<file path="src/rtl/cargador_operandos.sv">
// ============================================================================
// cargador_operandos
// Loads two operands from a shared bus and captures the sum from an external adder.
// Rev 1.0
// ============================================================================
`default_nettype none

module cargador_operandos #(
    parameter int WIDTH = 4
) (
    input  logic             clk,
    input  logic             rst_n,
    input  logic [WIDTH-1:0] dato_in,
    input  logic             dato_valid,
    output logic             dato_ready,
    output logic [WIDTH-1:0] op_a,
    output logic [WIDTH-1:0] op_b,
    input  logic [WIDTH-1:0] res_in,
    output logic [WIDTH-1:0] res_out,
    output logic             acarreo,
    output logic             res_valid,
    input  logic             res_ack,
    output logic [7:0]       cuenta_ops
);

    localparam logic [1:0] ESPERA_A = 2'd0;
    localparam logic [1:0] ESPERA_B = 2'd1;
    localparam logic [1:0] SUMA     = 2'd2;
    localparam logic [1:0] ENTREGA  = 2'd3;

    logic [1:0] state;
    logic       transfer;

    // Handshake outputs are pure state decodes, so no path exists from dato_valid.
    assign dato_ready = (state == ESPERA_A) || (state == ESPERA_B);
    assign res_valid  = (state == ENTREGA);
    assign transfer   = dato_valid && dato_ready;

    always_ff @(posedge clk or negedge rst_n) begin
        if (!rst_n) begin
            state      <= ESPERA_A;
            op_a       <= '0;
            op_b       <= '0;
            res_out    <= '0;
            acarreo    <= 1'b0;
            cuenta_ops <= 8'd0;
        end else begin
            case (state)
                ESPERA_A: begin
                    if (transfer) begin
                        op_a  <= dato_in;
                        state <= ESPERA_B;
                    end
                end
                ESPERA_B: begin
                    if (transfer) begin
                        op_b  <= dato_in;
                        state <= SUMA;
                    end
                end
                SUMA: begin
                    // A wrapped sum is smaller than either addend exactly when it overflowed.
                    res_out <= res_in;
                    acarreo <= (res_in < op_a);
                    state   <= ENTREGA;
                end
                ENTREGA: begin
                    if (res_ack) begin
                        cuenta_ops <= cuenta_ops + 8'd1;
                        state      <= ESPERA_A;
                    end
                end
                default: state <= ESPERA_A;
            endcase
        end
    end

endmodule

`default_nettype wire

</file>
<file path="config.mk">
export PLATFORM = sky130hd
export DESIGN_NAME = cargador_operandos
export DESIGN_NICKNAME = d
export VERILOG_FILES = /design/src/rtl/cargador_operandos.sv
export SDC_FILE = /design/constraint.sdc
export NUM_CORES = 1
export LEC_CHECK = 0
export CORE_MARGIN = 1.5
export CORE_UTILIZATION = 40
export CTS_CLUSTER_SIZE = 8
export DETAILED_ROUTE_END_ITERATION = 10
export GPL_TIMING_DRIVEN = 0
export PLACE_DENSITY = 0.8
export SYNTH_ARGS = -nofsm -noshare
export SYNTH_HDL_FRONTEND = slang
export SYNTH_SLANG_ARGS = --single-unit
</file>
<file path="constraint.sdc">
create_clock -name clk -period 2.2 [get_ports clk]
set_clock_uncertainty 0.2 [all_clocks]
set_input_delay 0.22 -clock clk [delete_from_list [all_inputs] [get_ports clk]]
set_output_delay 0.22 -clock clk [all_outputs]
set_load 0.05 [all_outputs]
</file>
### Word level (Yosys, flattened, before mapping)

Cells that the tools add are included.

* add/sub/neg operators: 1
* magnitude comparators: 1
* eq/ne operators: 6
* multiplexer cells: 4
* reduce and logical (&&, ||, !) cells: 7

Operator list (number)
* adder 8 x 1 -> 8 bit, second input constant: 1
* one-hot mux 2 bit (4 select lines): 1
* 2-to-1 mux 2 bit: 3
* AND reduction 2 bit: 3
* equality test 2 bit, second input constant: 2
* less-than comparator 4 bit: 1
* inequality test 2 bit, second input constant: 2
* AND reduction 3 bit: 1
* equality test 2 x 1 -> 1 bit, second input constant: 1
* zero test 2 bit: 1
* inequality test 2 x 1 -> 1 bit, second input constant: 1
* logical AND 1 bit: 1
* logical OR 1 bit: 1

* register bits: 23
* bits of input ports: 12
* word-level logic and storage cells: 25

### Longest topological paths before layout

* depth in word-level cells: 5
* depth in mapped cells: 6

### Least setup slack after synthesis

Ideal clock, no wire load.

* path type: reg2reg
* start point: register state[1]
* end point: register cuenta_ops[7]
* library setup time: 0.140 ns
* data arrival time: 1.599 ns
* slack: 0.260 ns
* stages on the path, launching flop included: 6
* buffers on the path: 0
* cells stage by stage: dfrtp_1 -> ha_1 -> and4_1 -> and3_1 -> nand4_1 -> xnor2_1

* word-level cells in the longest chain between the ends: 2

Ends and longest elaborated chain
* from (decl): RTL line 31 `logic [1:0] state;`
* from (signal assigned): RTL line 41 `state <= ESPERA_A;`
* from (signal assigned): RTL line 52 `state <= ESPERA_B;`
* from (signal assigned): RTL line 58 `state <= SUMA;`
* equality test 2 bit
* net res_valid: RTL line 21 `output logic res_valid,`
* AND reduction 2 bit (no line)
* to (signal assigned): RTL line 69 `cuenta_ops <= cuenta_ops + 8'd1;`
* to (decl): RTL line 23 `output logic [7:0] cuenta_ops`

The timed path passes the listed nets, and every way through them passes these cells.
A chain may end at the register's enable or synchronous reset.

### Worst setup path after layout

* start point: register cuenta_ops[0]
* end point: output cuenta_ops[0]

No word-level cell between the ends.

==> impl_metrics.toml <==
[clock_tree]
clkTransAtPathRegs_ns = 0.13
clock_sink_count = 23
clock_insertion_delay_worst_skew_ns = 0.31
htreeDepth = 1
buffers_from_clock_root_to_sink_at_most = 2
cts-buffers-inserted = 3
clock_tree.root_cell = "clkbuf_4"
cts_tree = "yes"

[routing]
post_route_drc_violation_count = 0
drt_first_iter_violations = 5
via_per_inst = 4.75
route.antenna.remaining_nets = 0
vias = 718
drt_pass1_iterations = 4
detail_route.wl_per_cell_um = 13.4
drt-total-wl_um = 2030

[worst_setup_path]
timing_worst_setup_path_type = "reg2out"
setup.worst_path.start_class = "flip-flop"
cp.arrival_ns = 1.63
longest_individual_stage_delay_on_the_worst_path_ns = 0.84
cpLargestDelayFamily = "buffers and inverters"
critical_path_peak_fanout = 6
worst_path_max_delay_cell = "clkdlybuf4s50_1"
worst_setup_path_end_kind = "output port"
path_buf_inv = 1
worstPathCellList = "clkdlybuf4s50_1"
cp_data_required_time_ns = 1.78

[finish]
antennaDiodeCount = 0
fillers = 216
most_frequent_standard_cell_in_the_layout_excluding_fill_and_tap_cells = "clkdlybuf4s50_1"
final_net_count = 142
final_core_utilization_pct = 58.1
share_of_cells_above_drive_strength_1_pct = 15.7
layout.cells.most_common_list = "clkdlybuf4s50_1 (32), dfrtp_1 (23), mux2_2 (14), inv_1 (9), ha_1 (8)"
area_growth_pct = 38.3

[yosys]
post_synth_num_cell_types = 17
ys_ff_latch = 23
mappedNetlistNets = 103
synthTopCellsByArea = "dfrtp_1 (55%), mux2_2 (15%), ha_1 (9.6%), xnor2_1 (5.9%), inv_1 (3.2%)"
yosys.area.top_type = "dfrtp_1"
netlist_area_mm2 = 0.00104
post-synth-top-area-fraction_pct = 55.3
synthesis.instances = 83
yosysSeqAreaShare_pct = 55.3
yosysWarningCount = 0
avgSynthCellArea_um2 = 12.5

[grt]
antenna_found_initial = 0
grt_start_max_net_pins = 24
track_usage_pct = 16.5
grt-ovfl-total = 0
vias_in_the_first_global_route = 769
grt_first_pass_wirelength_um = 3450

[sta]
finalSetupViolCount = 0
period_minus_slack_ns = 2.05
fin_crit_share_pct = 93.2
fmax_mhz = 488
grt_setup_unrepaired = "no"
setup-tns-final_ns = 0
final-max-slew-violation-count = 0
report.final.hold_viol_count = 0
max_slew_margin_pct = 32.6
tightestPinTransition_ns = 1.01

[placed_design]
io_buffers = 34
dpl.hpwl_um = 1580
place_congestion = 0.723

[floorplan]
io_pins = 35
die_x_um = 54.0
die-area_mm2 = 0.00292
start_util_pct = 42.0
core_area_mm2 = 0.00248
die-height_um = 54.0
placement_rows = 18

[job]
max_cap_viol_count = 0

[outcome]
outcome = "completed"

[hold_path]
min_path_type = "in2async"
==> final cells by class <==
class	instances	area (um^2)	area share [%]
inverter	9	33.8	2.35
sequential	23	576	40.0
multi-input combinational	50	428	29.7
timing repair buffer	34	334	23.2
clock inverter	1	5.00	0.348
clock buffer	3	22.5	1.56
buffer	1	3.75	0.261
tap	30	37.5	2.61
==> cells by family (layout without fill, tap and decap cells) <==
| group | count (synthesis) | after routing | synth area share, % |
|---|---|---|---|
| compound gates | 6 | 6 | 3.24 |
| xor+xnor | 7 | 7 | 5.89 |
| fa+ha+maj | 8 | 8 | 9.62 |
| buf+inv | 10 | 48 | 3.61 |
| flops | 23 | 23 | 55.3 |
| mux | 14 | 14 | 15.1 |
| simple gates | 15 | 15 | 7.21 |
==> cells in the mapped netlist, drive strengths merged <==
master	count
nor2	1
clkbuf	1
ha	8
and4	1
o21ai	1
inv	9
and3	1
nand2	7
nor3	1
nand2b	1
dfrtp	23
o22ai	1
mux2	14
xnor2	7
o211ai	1
nand4	3
a21oi	3
==> per-layer routing <==
metal  GRT usage [%]  routed length (um)  vias to the layer above
met5               0                   0                        -
met4            7.50                  19                        0
met3           0.833                  46                        2
met2            30.3                1070                       11
met1            19.7                 891                      348
li1                -                   -                      357
==> timing repair <==
| item | in CTS | in global routing |
|---|---|---|
| hold buffers | 0 | 0 |
| setup buffers | 0 | 0 |
| pin swaps | 0 | 0 |
| gates resized for setup | 2 | 2 |
| setup endpoints to repair | 2 | 1 |
==> per-stage QoR <==
stage | std cells | setup WS [ns] | hold WS, ns | cell area (um^2)
3_5_place_dp | 147 | 0.169 | 0.271 | 1420
4_1_cts | 151 | 0.0916 | 0.271 | 1440
6_report | 151 | 0.150 | 0.243 | 1440
2_1_floorplan | 83 | 0.260 | -0.276 | 1040
3_3_place_gp | 147 | 0.213 | 0.259 | 1420
5_1_grt | 151 | 0.0507 | 0.304 | 1440
==> flip-flops by register name, summed over array words and instances (netlist names) <==
name and flops:
op_b 4, op_a 4, state 2, res_out 4
cuenta_ops 8, acarreo 1
==> path summary, 6_finish.rpt <==
path | startpoint | to | slack [ns] | depth (start not counted)
max | cuenta_ops[0]$_DFFE_PN0P_ | cuenta_ops[0] | 0.15 | 1
min | rst_n | op_a[2]$_DFFE_PN0P_ | 0.24 | 1
max reg2reg | state[0]$_DFFE_PN0P_ | state[1]$_DFFE_PN0P_ | 0.50 | 5
min reg2reg | cuenta_ops[7]$_DFFE_PN0P_ | cuenta_ops[7]$_DFFE_PN0P_ | 0.29 | 1
max in group asynchronous | rst_n | cuenta_ops[5]$_DFFE_PN0P_ | 0.95 | 1
min in group clk | cuenta_ops[7]$_DFFE_PN0P_ | cuenta_ops[7]$_DFFE_PN0P_ | 0.29 | 1
Power is not shown: default switching activity piles up to over one toggle a cycle in this logic, so the estimate is an artifact.
